[src/rtl/less_cmp_pipe.sv]
// less_cmp_pipe: pipelined a<b / a<=b compare, MSB chunk first, valid/ready.
// Optional CMP_DIFF_EN adds a piped (WIDTH+1)-bit a-b output port diff.
module less_cmp_pipe #(
    parameter int WIDTH = 8,
    parameter int CHUNK = 4
) (
    input  logic             clk,
    input  logic             rst_n,
    input  logic             in_valid,
    output logic             in_ready,
    input  logic [WIDTH-1:0] a,
    input  logic [WIDTH-1:0] b,
    input  logic [1:0]       mode,
    output logic             out_valid,
    input  logic             out_ready,
    output logic             lt,
    output logic             eq,
    output logic             c
`ifdef CMP_DIFF_EN
    ,
    output logic [WIDTH:0]   diff
`endif
);
    localparam int STAGES = (WIDTH + CHUNK - 1) / CHUNK;
    localparam int PW     = STAGES * CHUNK;

    logic          stall;
    logic [PW-1:0] a_in [STAGES];
    logic [PW-1:0] b_in [STAGES];
    logic [1:0]    m_in [STAGES];
    logic          v_in [STAGES];
    logic          d_in [STAGES];
    logic          l_in [STAGES];
    logic          d_nx [STAGES];
    logic          l_nx [STAGES];
    logic [PW-1:0] a_q  [STAGES];
    logic [PW-1:0] b_q  [STAGES];
    logic [1:0]    m_q  [STAGES];
    logic          v_q  [STAGES];
    logic          d_q  [STAGES];
    logic          l_q  [STAGES];
    logic          last_lt;
    logic          last_eq;

    assign stall     = out_valid && !out_ready;
    assign in_ready  = !stall;
    assign out_valid = v_q[STAGES-1];
    assign last_lt   = l_nx[STAGES-1];
    assign last_eq   = !d_nx[STAGES-1];

    // Stage inputs: biased, zero-padded operands for stage 0, upstream register otherwise
    always_comb begin
        a_in[0] = '0;
        b_in[0] = '0;
        a_in[0][WIDTH-1:0] = {a[WIDTH-1] ^ mode[1], a[WIDTH-2:0]};
        b_in[0][WIDTH-1:0] = {b[WIDTH-1] ^ mode[1], b[WIDTH-2:0]};
        m_in[0] = mode;
        v_in[0] = in_valid;
        d_in[0] = 1'b0;
        l_in[0] = 1'b0;
        for (int k = 1; k < STAGES; k++) begin
            a_in[k] = a_q[k-1];
            b_in[k] = b_q[k-1];
            m_in[k] = m_q[k-1];
            v_in[k] = v_q[k-1];
            d_in[k] = d_q[k-1];
            l_in[k] = l_q[k-1];
        end
    end

    // Each stage settles the verdict on its chunk unless a higher chunk already did
    always_comb begin
        for (int k = 0; k < STAGES; k++) begin
            d_nx[k] = d_in[k];
            l_nx[k] = l_in[k];
            if (!d_in[k]) begin
                if (a_in[k][(STAGES-1-k)*CHUNK +: CHUNK] <
                    b_in[k][(STAGES-1-k)*CHUNK +: CHUNK]) begin
                    d_nx[k] = 1'b1;
                    l_nx[k] = 1'b1;
                end else if (a_in[k][(STAGES-1-k)*CHUNK +: CHUNK] >
                             b_in[k][(STAGES-1-k)*CHUNK +: CHUNK]) begin
                    d_nx[k] = 1'b1;
                    l_nx[k] = 1'b0;
                end
            end
        end
    end

    // Pipeline registers and result flops, all frozen together on a stall
    always_ff @(posedge clk or negedge rst_n) begin
        if (!rst_n) begin
            for (int k = 0; k < STAGES; k++) begin
                v_q[k] <= 1'b0;
                a_q[k] <= '0;
                b_q[k] <= '0;
                m_q[k] <= '0;
                d_q[k] <= 1'b0;
                l_q[k] <= 1'b0;
            end
            lt <= 1'b0;
            eq <= 1'b0;
            c  <= 1'b0;
        end else if (!stall) begin
            for (int k = 0; k < STAGES; k++) begin
                v_q[k] <= v_in[k];
                if (v_in[k]) begin
                    a_q[k] <= a_in[k];
                    b_q[k] <= b_in[k];
                    m_q[k] <= m_in[k];
                    d_q[k] <= d_nx[k];
                    l_q[k] <= l_nx[k];
                end
            end
            if (v_in[STAGES-1]) begin
                lt <= last_lt;
                eq <= last_eq;
                c  <= m_in[STAGES-1][0] ? (last_lt | last_eq) : last_lt;
            end
        end
    end

`ifdef CMP_DIFF_EN
    logic [WIDTH:0] df_in [STAGES];
    logic [WIDTH:0] df_q  [STAGES];

    assign diff = df_q[STAGES-1];

    // Difference uses sign extension only for signed beats
    always_comb begin
        df_in[0] = {mode[1] & a[WIDTH-1], a} - {mode[1] & b[WIDTH-1], b};
        for (int k = 1; k < STAGES; k++) begin
            df_in[k] = df_q[k-1];
        end
    end

    // Difference travels with its beat under the same enable
    always_ff @(posedge clk or negedge rst_n) begin
        if (!rst_n) begin
            for (int k = 0; k < STAGES; k++) begin
                df_q[k] <= '0;
            end
        end else if (!stall) begin
            for (int k = 0; k < STAGES; k++) begin
                if (v_in[k]) begin
                    df_q[k] <= df_in[k];
                end
            end
        end
    end
`endif

endmodule
[config.mk]
export PLATFORM = sky130hd
export DESIGN_NAME = less_cmp_pipe
export DESIGN_NICKNAME = d
export VERILOG_FILES = /design/src/rtl/less_cmp_pipe.sv
export SDC_FILE = /design/constraint.sdc
export NUM_CORES = 1
export LEC_CHECK = 0
export ABC_AREA = 1
export ABC_CLOCK_PERIOD_IN_PS = 3500
export BUFFER_PORTS_ARGS = -buffer_cell sky130_fd_sc_hd__buf_2
export CAP_MARGIN = 20
export CELL_PAD_IN_SITES_DETAIL_PLACEMENT = 2
export CELL_PAD_IN_SITES_GLOBAL_PLACEMENT = 2
export CORE_MARGIN = 2
export CORE_UTILIZATION = 32
export CTS_BUF_LIST = sky130_fd_sc_hd__clkbuf_8
export CTS_CLUSTER_SIZE = 24
export DETAILED_ROUTE_END_ITERATION = 8
export MAX_ROUTING_LAYER = met4
export PLACE_DENSITY_LB_ADDON = 0.1
export SETUP_SLACK_MARGIN = 0.15
export SYNTH_ARGS = -nofsm -noshare
export SYNTH_HDL_FRONTEND = slang
export SYNTH_SLANG_ARGS = --single-unit
[constraint.sdc]
create_clock -name clk -period 3.5 [get_ports clk]
set_input_delay 0.35 -clock clk [delete_from_list [all_inputs] [get_ports clk]]
set_output_delay 0.35 -clock clk [all_outputs]
set_load 0.01 [all_outputs]
== Word-level counts from Yosys, hierarchy flattened ==
Cells that the tools add are included.

* Bits in registers: 16
* Bits in latches: 0
* RAM bits: 0
* Memory bits (read-only): 0
* Input bits: 22
* Memories kept: 0

* $add $sub $neg: 0
* Multipliers: 0
* Div/mod/pow operators: 0
* Order comparisons: 4
* Equal/unequal tests: 0
* Shift operators: 0
* Multiplexer cells: 10
* Bitwise operators: 4
* Reduce and logical (&&, ||, !) cells: 6

{| class="wikitable"
|+ Operators with widths
! kind !! number
|-
| $mux 1 || 10
|-
| $gt 4x4->1 || 2
|-
| $lt 4x4->1 || 2
|-
| $reduce_and 2->1 || 2
|-
| $logic_not 1->1 || 3
|-
| $xor 1x1->1 || 2
|-
| $logic_and 1x1->1 || 1
|-
| $not 1->1 || 1
|-
| $or 1x1->1 || 1
|}

== Longest topological paths before layout ==
Gate-level depths: netlist (run 1).

* Word-level depth: 7
* Mapped depth: 10
* Gate-level depth less buffers: 10

== Least setup slack after synthesis (run 1) ==
Ideal clock, no wire load.

* Path type: input to register
* Start: input mode[1]
* End: register d_q (netlist bit d_in[0])
* Library setup time: 0.138 ns
* Arrival: 1.163 ns
* Data required time: 3.362 ns
* Setup slack: 2.199 ns
* Stages on the path: 5
* Path buffers: 0
* Cell sequence: xor2_1 -> ha_1 -> nand2_1 -> o21ai_0 -> o211ai_2

* Word-level cells in the longest chain between the ends: 4
* Elaborated cells between the ends (all ways): 6

{| class="wikitable"
|+ RTL lines
! item !! RTL line !! text
|-
| from (decl) || 13 || <nowiki>input logic [1:0] mode,</nowiki>
|-
| $xor 1x1->1 (on tied branches) || 55, 56 ||
|-
| $gt 4x4->1 || 81 || <nowiki>end else if (a_in[k][(STAGES-1-k)*CHUNK +: CHUNK] ></nowiki>
|-
| $mux 1 || 81 ||
|-
| $mux 1 (*) || 77 || <nowiki>if (a_in[k][(STAGES-1-k)*CHUNK +: CHUNK] <</nowiki>
|-
| to (signal, indexed assignment) || 111 || <nowiki>d_q[k] <= d_nx[k];</nowiki>
|-
| to (decl) || 40 || <nowiki>logic d_q [STAGES];</nowiki>
|}

Every way passes the cells marked *; elsewhere a longest branch is shown, timed or not.
A chain may end at the register's enable or synchronous reset.

== Final worst setup path (run 1) ==
* Start: register b_q (netlist bit b_in[3])
* End: register c

* Word-level cells in the longest chain between the ends: 7
* Elaborated cells between the ends (all ways): 11

{| class="wikitable"
|+ RTL lines
! item !! RTL line !! text
|-
| from (decl) || 37 || <nowiki>logic [PW-1:0] b_q [STAGES];</nowiki>
|-
| from (signal, indexed assignment) || 109 || <nowiki>b_q[k] <= b_in[k];</nowiki>
|-
| $gt 4x4->1 || 81 ||
|-
| $mux 1 || 81 ||
|-
| $mux 1 || 77 ||
|-
| $mux 1 || 76 || <nowiki>if (!d_in[k]) begin</nowiki>
|-
| $logic_not 1->1 || 49 || <nowiki>assign last_eq = !d_nx[STAGES-1];</nowiki>
|-
| $or 1x1->1 || 118 || <nowiki>c <= m_in[STAGES-1][0] ? (last_lt | last_eq) : last_lt;</nowiki>
|-
| $mux 1 (*) || 118 ||
|-
| to (signal assigned) || 118 ||
|-
| to (decl) || 18 || <nowiki>output logic c</nowiki>
|}

Marks and branches as above.

==> flow_summary.yaml, run 1 <==
route:
  drt_iter0_drc: 6
  via_per_inst: 4.640
  firstDrtPassIters: 3
  wire_per_inst_um: 12.06
  drtAntennaViolNets: 0
  vias: 761
  post-route-drc-count: 0
  finalWirelength_um: 1978
timing:
  finalMaxSlewViolations: 0
  rsz0062_at_grt: "no"
  tns_ps: 0
  fin_skew_ps: 1.229
  hold_viol: 0
  slew-limit-headroom_pct: 75.00
  setup_viol: 0
  min_period_ps: 1386
  tightest_slew_ps: 375.0
  period_share_pct: 39.60
  fmax_ghz: 0.7214
synthesis:
  yosysTopAreaCell: "dfrtp_1"
  synth_seq_cells: 16
  synthTopCellsByArea: "dfrtp_1, nand2_1, ha_1, inv_1, o21ai_2"
  yosysWarningCount: 0
  synth_cells: 105
  synth_top_cell_area_share_pct: 44.57
  syn_nets: 135
  synthArstFlopShare_pct: 100.0
  ys_seq_area_share_pct: 44.57
  syn-cell-area_um2: 898.4
  synth_edf_count: 0
  avgSynthCellArea_um2: 8.556
  ys.flop_type: "dfrtp_1"
  synth_cell_types: 18
clock_network:
  clkTransAtPathRegs_ps: 60
  cts_tree: "built"
  cts-root-buf: "clkbuf_8"
  clock_latency_ps: 250
  cts_resized: 0
  numCtsBuffers: 3
  ctsLongestPathBuffers: 2
  cts_setup_buffers: 0
  cts_sinks: 16
  ctsHoldBuffers: 0
  cts.htree.levels: 1
floorplan:
  die_h_um: 56.99
  ios: 27
  core_um2: 2710
  die-area_um2: 3247
  initial_core_util_pct: 33.15
  std_cell_rows: 19
  die-width_um: 56.99
global_route:
  grt_use_total_pct: 15.33
  grt_pass1_wl_um: 3684
  overflow: 0
  grt_max_degree: 17
  grt_pass1_vias: 875
  antenna_found_initial: 0
finish:
  multi_input_area_um2: 414.1
  final_area_um2: 1094
  area_growth_pct: 21.73
  fillers: 316
  antenna_cells: 0
  nNetsFinal: 165
  layout.cells.non_filler: 164
  drive_above_1_share_pct: 28.57
  seq_area_um2: 400.4
  fin_util_pct: 40.35
placed_design:
  place_congestion: 0.6870
  dp_cells: 161
  dp_hpwl_um: 1596
  port_buffers: 26
  place_area_um2: 1052
setup_path:
  criticalPathCategory: "flip-flop to flip-flop"
  cp.required_ps: 3630
  critical_path_peak_fanout: 2
  critical_path_arrival_ps: 1510
  cp-start-kind: "flip-flop"
  end_kind: "flip-flop"
power_and_ir_drop:
  p_leak_nw: 0.6244
  p_sw_share_pct: 32.16
  switching_power_mw: 0.1713
  p_int_mw: 0.3613
  fin_total_pwr_mw: 0.5326
  pwr-share-seq_pct: 44.9
  power_density_nw_per_um2: 487.0
  clkPwrFrac_pct: 25.7
  vdd_ir_drop_max_v: 0.0002060
  combPwrFrac_pct: 29.4
flow_run:
  maxCapViolations: 0
status:
  status: "complete, no violations"
min_path:
  hold_class: "primary input to async pin"
layer usage:
metal,routed length (um),GRT usage (%),vias to the layer above
met4,49,7.973,0
met5,0,-,-
met2,994,25.12,22
met3,104,2.948,5
li1,-,-,381
met1,829,17.79,353
final timing paths:
check | startpoint | cells after the start | slack, ps | to
setup / recovery | b_in[3]$_DFFE_PN0P_ | 8 | 2110 | c$_DFFE_PN0P_
hold / removal | rst_n | 1 | 10 | eq$_DFFE_PN0P_
setup reg to reg | b_in[3]$_DFFE_PN0P_ | 8 | 2110 | c$_DFFE_PN0P_
hold reg to reg | eq$_DFFE_PN0P_ | 2 | 490 | eq$_DFFE_PN0P_
max in group asynchronous | rst_n | 1 | 3220 | a_in[3]$_DFFE_PN0P_
min in group clk | a[2] | 3 | 300 | a_in[2]$_DFFE_PN0P_
logic make-up (layout without fill, tap and decap cells):
group	count (synthesis)	in the layout	share of synthesized area, %
AOI/OAI and AO/OA	12	12	9.469
and+or+nand+nor	49	49	23.54
xor gates and xnor gates	2	2	1.950
adders and majority gates	8	8	11.14
buffers and inverters	18	46	9.330
DFF	16	16	44.57
through the flow:
stage | setup slack (ps) | hold WS [ps]
after detailed placement | 1939 | 293.3
final | 2114 | 12.99
after floorplan | 2199 | 54.41
after CTS | 2073 | 22.08
after global placement | 2040 | 282.7
after global routing | 1949 | 33.76
worst max-delay path, stage by stage (launching register included):
cell and delay [ps]:
dfrtp_1 360, inv_1 90, ha_1 250, nand2_1 100, nor2_1 60, nor2_1 110, nor2_1 70, nor2_1 140
nand3_1 90
power by group through the flow:
stage	clock network (mW)	registers, mW	logic, mW
2_1_floorplan	0	0.246	0.101
3_3_place_gp	0	0.241	0.153
3_5_place_dp	0	0.243	0.161
4_1_cts	0.147	0.240	0.163
5_1_grt	0.153	0.244	0.187
6_report	0.137	0.239	0.157
area by class of cell:
class                           count  area share, %
Tap cell                           31          3.547
Inverter                           17          6.293
Clock buffer                        3          3.776
Multi-Input combinational cell     71          37.87
Sequential cell                    16          36.61
Timing Repair Buffer               26          11.90
Yosys cell counts (3+ instances only):
cell,n
nand3_1,3
ha_1,8
nand2_1,37
dfrtp_1,16
inv_1,15
nor2_1,7
o21ai_0,3
a21oi_1,3
o21ai_2,4
cells in the final DEF (no fill, tap or decap):
master / n
nor2_1: 7
nand2_4: 1
buf_2: 26
nand2_1: 37
o211ai_2: 1
xnor2_1: 1
o21ai_0: 3
dfrtp_1: 16
xor2_1: 1
ha_1: 8
inv_2: 1
o21ai_2: 4
a21oi_1: 3
nand3_1: 3
inv_6: 1
clkbuf_8: 3
nand2_8: 1
inv_1: 15
a21o_1: 1
No activity file was read; power rests on OpenSTA's default activity.
==> run 2: changes to the inputs <==
ABC_AREA = 0   (was 1)
ABC_CLOCK_PERIOD_IN_PS = 1400   (was 3500)
clock period = 1.4 ns   (was 3.5 ns; I/O delays follow)
==> flow_summary.yaml, run 2 <==
setup_path:
  critical_path_peak_fanout: 2
  critical_path_arrival_ps: 1570
  cp-start-kind: "flip-flop"
  path_cells: "inv_2 > ha_4 > and4_4 > o21ai_2 > o311a_1 > o22ai_1"
  end_kind: "flip-flop"
  criticalPathCategory: "flip-flop to flip-flop"
  crit_slowest_cell: "dfrtp_1"
  critPathBufInv: 1
  cp.required_ps: 1540
  r2r_slack_ps: -40
  cpPeakStageDelay_ps: 390
  crit_family: "compound AO/OA/AOI/OAI gates"
clock_network:
  cts_sinks: 16
  cts-root-buf: "clkbuf_8"
  clock_latency_ps: 250
  numCtsBuffers: 3
  ctsLongestPathBuffers: 2
  cts.htree.levels: 1
  clkTransAtPathRegs_ps: 60
  cts_tree: "built"
finish:
  fin_util_pct: 47.22
  drive_above_1_share_pct: 53.64
  nNetsFinal: 141
  antenna_cells: 0
  final_area_um2: 1191
  layout_commonest_cell: "buf_2"
  area_growth_pct: 37.77
  final_cell_mix: "buf_2, dfrtp_1, inv_1"
  fillers: 276
route:
  post-route-drc-count: 0
  drt_iter0_drc: 15
  drtAntennaViolNets: 0
  finalWirelength_um: 2142
  vias: 680
  wire_per_inst_um: 15.30
  via_per_inst: 4.857
  firstDrtPassIters: 3
synthesis:
  yosys.area_share.simple_pct: 9.551
  synth_top_cell_area_share_pct: 46.31
  synth_top_family_by_area: "multiplexers"
  synthArstFlopShare_pct: 100.0
  synth_xor_area_share_pct: 2.026
  synth_edf_count: 0
  yosysMostFrequentCell: "dfrtp_1"
  synthTopCellsByArea: "dfrtp_1, ha_1, mux2_4, inv_1, mux2_2"
  muxShareOfSynthArea_pct: 13.89
  ys.flop_type: "dfrtp_1"
  synth_cells: 75
  synthAdderAreaFrac_pct: 11.58
  syn-cell-area_um2: 864.6
  ys_seq_area_share_pct: 46.31
  synth_seq_cells: 16
  avgSynthCellArea_um2: 11.53
  synth_cell_types: 25
  synth_commonest_cells: "dfrtp_1, inv_1, ha_1"
  syn_nets: 105
  synth_compound_area_share_pct: 9.696
  yosysTopAreaCell: "dfrtp_1"
  yosysWarningCount: 0
placed_design:
  place_area_um2: 1021
  place_congestion: 0.7025
  port_buffers: 26
  dp_hpwl_um: 1535
floorplan:
  die_h_um: 55.98
  ios: 27
  die-area_um2: 3134
  std_cell_rows: 18
  die-width_um: 55.98
  core_um2: 2522
  initial_core_util_pct: 34.28
timing:
  min_period_ps: 1437
  rsz0062_at_grt: "yes"
  setup_viol: 1
  fmax_ghz: 0.6960
  tns_ps: -36.87
  layout_setup_ws_ps: -36.87
  period_share_pct: 102.6
  hold_viol: 0
  tightest_slew_ps: 354.5
  fin_skew_ps: 2.619
  slew-limit-headroom_pct: 76.37
  finalMaxSlewViolations: 0
global_route:
  grt_pass1_vias: 754
  grt_pass1_wl_um: 3429
  antenna_found_initial: 0
  grt_use_total_pct: 14.26
  grt_max_degree: 17
  overflow: 0
power_and_ir_drop:
  fin_total_pwr_mw: 1.544
  power_density_nw_per_um2: 1296
  p_leak_nw: 0.5950
  vdd_ir_drop_max_v: 0.0009236
min_path:
  hold_class: "primary input to flip-flop"
status:
  violations: "setup timing"
  status: "complete, but fails checks"
flow_run:
  maxCapViolations: 0
[run 2: changes by cell type in the layout (fill, tap and decap cells not counted), sizes merged, moves of 2 or more]
cell	previous run	this run
nand2	39	3
o21ai	7	5
nor2	7	4
mux2	0	9
buf	26	31
nand2b	0	2
inv	17	13
nand3	3	0
[run 2: worst paths after layout]
kind	start	to	cells after the start
max in group asynchronous	rst_n	b_in[1]$_DFFE_PN0P_	2
min in group asynchronous	rst_n	eq$_DFFE_PN0P_	2
hold reg to reg	v_in[0]$_DFFE_PN0N_	out_valid$_DFFE_PN0N_	2
setup / recovery	b_in[2]$_DFFE_PN0P_	c$_DFFE_PN0P_	6
hold / removal	mode[0]	m_in[0]$_DFFE_PN0P_	2
setup reg to reg	b_in[2]$_DFFE_PN0P_	c$_DFFE_PN0P_	6
[run 2: what timing repair did]
action	CTS	global route
pin swaps	5	8
hold buffers	1	0
gates resized for setup	6	8
setup endpoints to repair	3	4
endpoints found under the hold margin	16	0
setup buffers	3	2
[run 2: worst reg2reg max path, delay by kind of cell, from the launching register on]
family / cells / cell delay, ps
buf+inv: 1 / 80
flops: 1 / 390
fa+ha+maj: 1 / 210
compound gates: 3 / 440
simple gates: 1 / 200
[run 2: logic make-up after synthesis]
kind of cell | after synthesis
xor gates and xnor gates | 2
adders and majority gates | 8
and+or+nand+nor | 13
buffers and inverters | 14
DFF | 16
muxes | 9
AOI/OAI and AO/OA | 13
[run 2: area by class of cell]
class | count | area [um2] | area share, %
Timing Repair Buffer | 32 | 177.7 | 14.92
Tap cell | 30 | 37.54 | 3.151
Multi-Input combinational cell | 45 | 471.7 | 39.60
Sequential cell | 16 | 400.4 | 33.61
Clock buffer | 4 | 55.05 | 4.622
Inverter | 13 | 48.80 | 4.097
[run 2: per-layer routing]
metal	up-vias	wire length, um	track usage (%)
li1	324	-	-
met2	17	1221	24.37
met1	337	799	16.45
met4	0	10	2.041
met5	-	0	-
met3	2	110	5.116
[run 2: through the flow]
| stage | setup slack, ps | instances | hold slack, ps |
|---|---|---|---|
| floorplan | 97.98 | 75 | -155.6 |
| global placement | 32.23 | 130 | 77.76 |
| detailed placement | -73.01 | 130 | 79.61 |
| CTS | -50.69 | 138 | 112.7 |
| global route | -105.6 | 140 | 112.9 |
| finish | -36.87 | 140 | 114.0 |
[run 2: power breakdown]
group / internal [mW] / total (mW) / switching [mW]
sequential: 0.546 / 0.608 / 0.0616
combinational: 0.281 / 0.523 / 0.242
clock: 0.250 / 0.413 / 0.163
total: 1.08 / 1.54 / 0.467
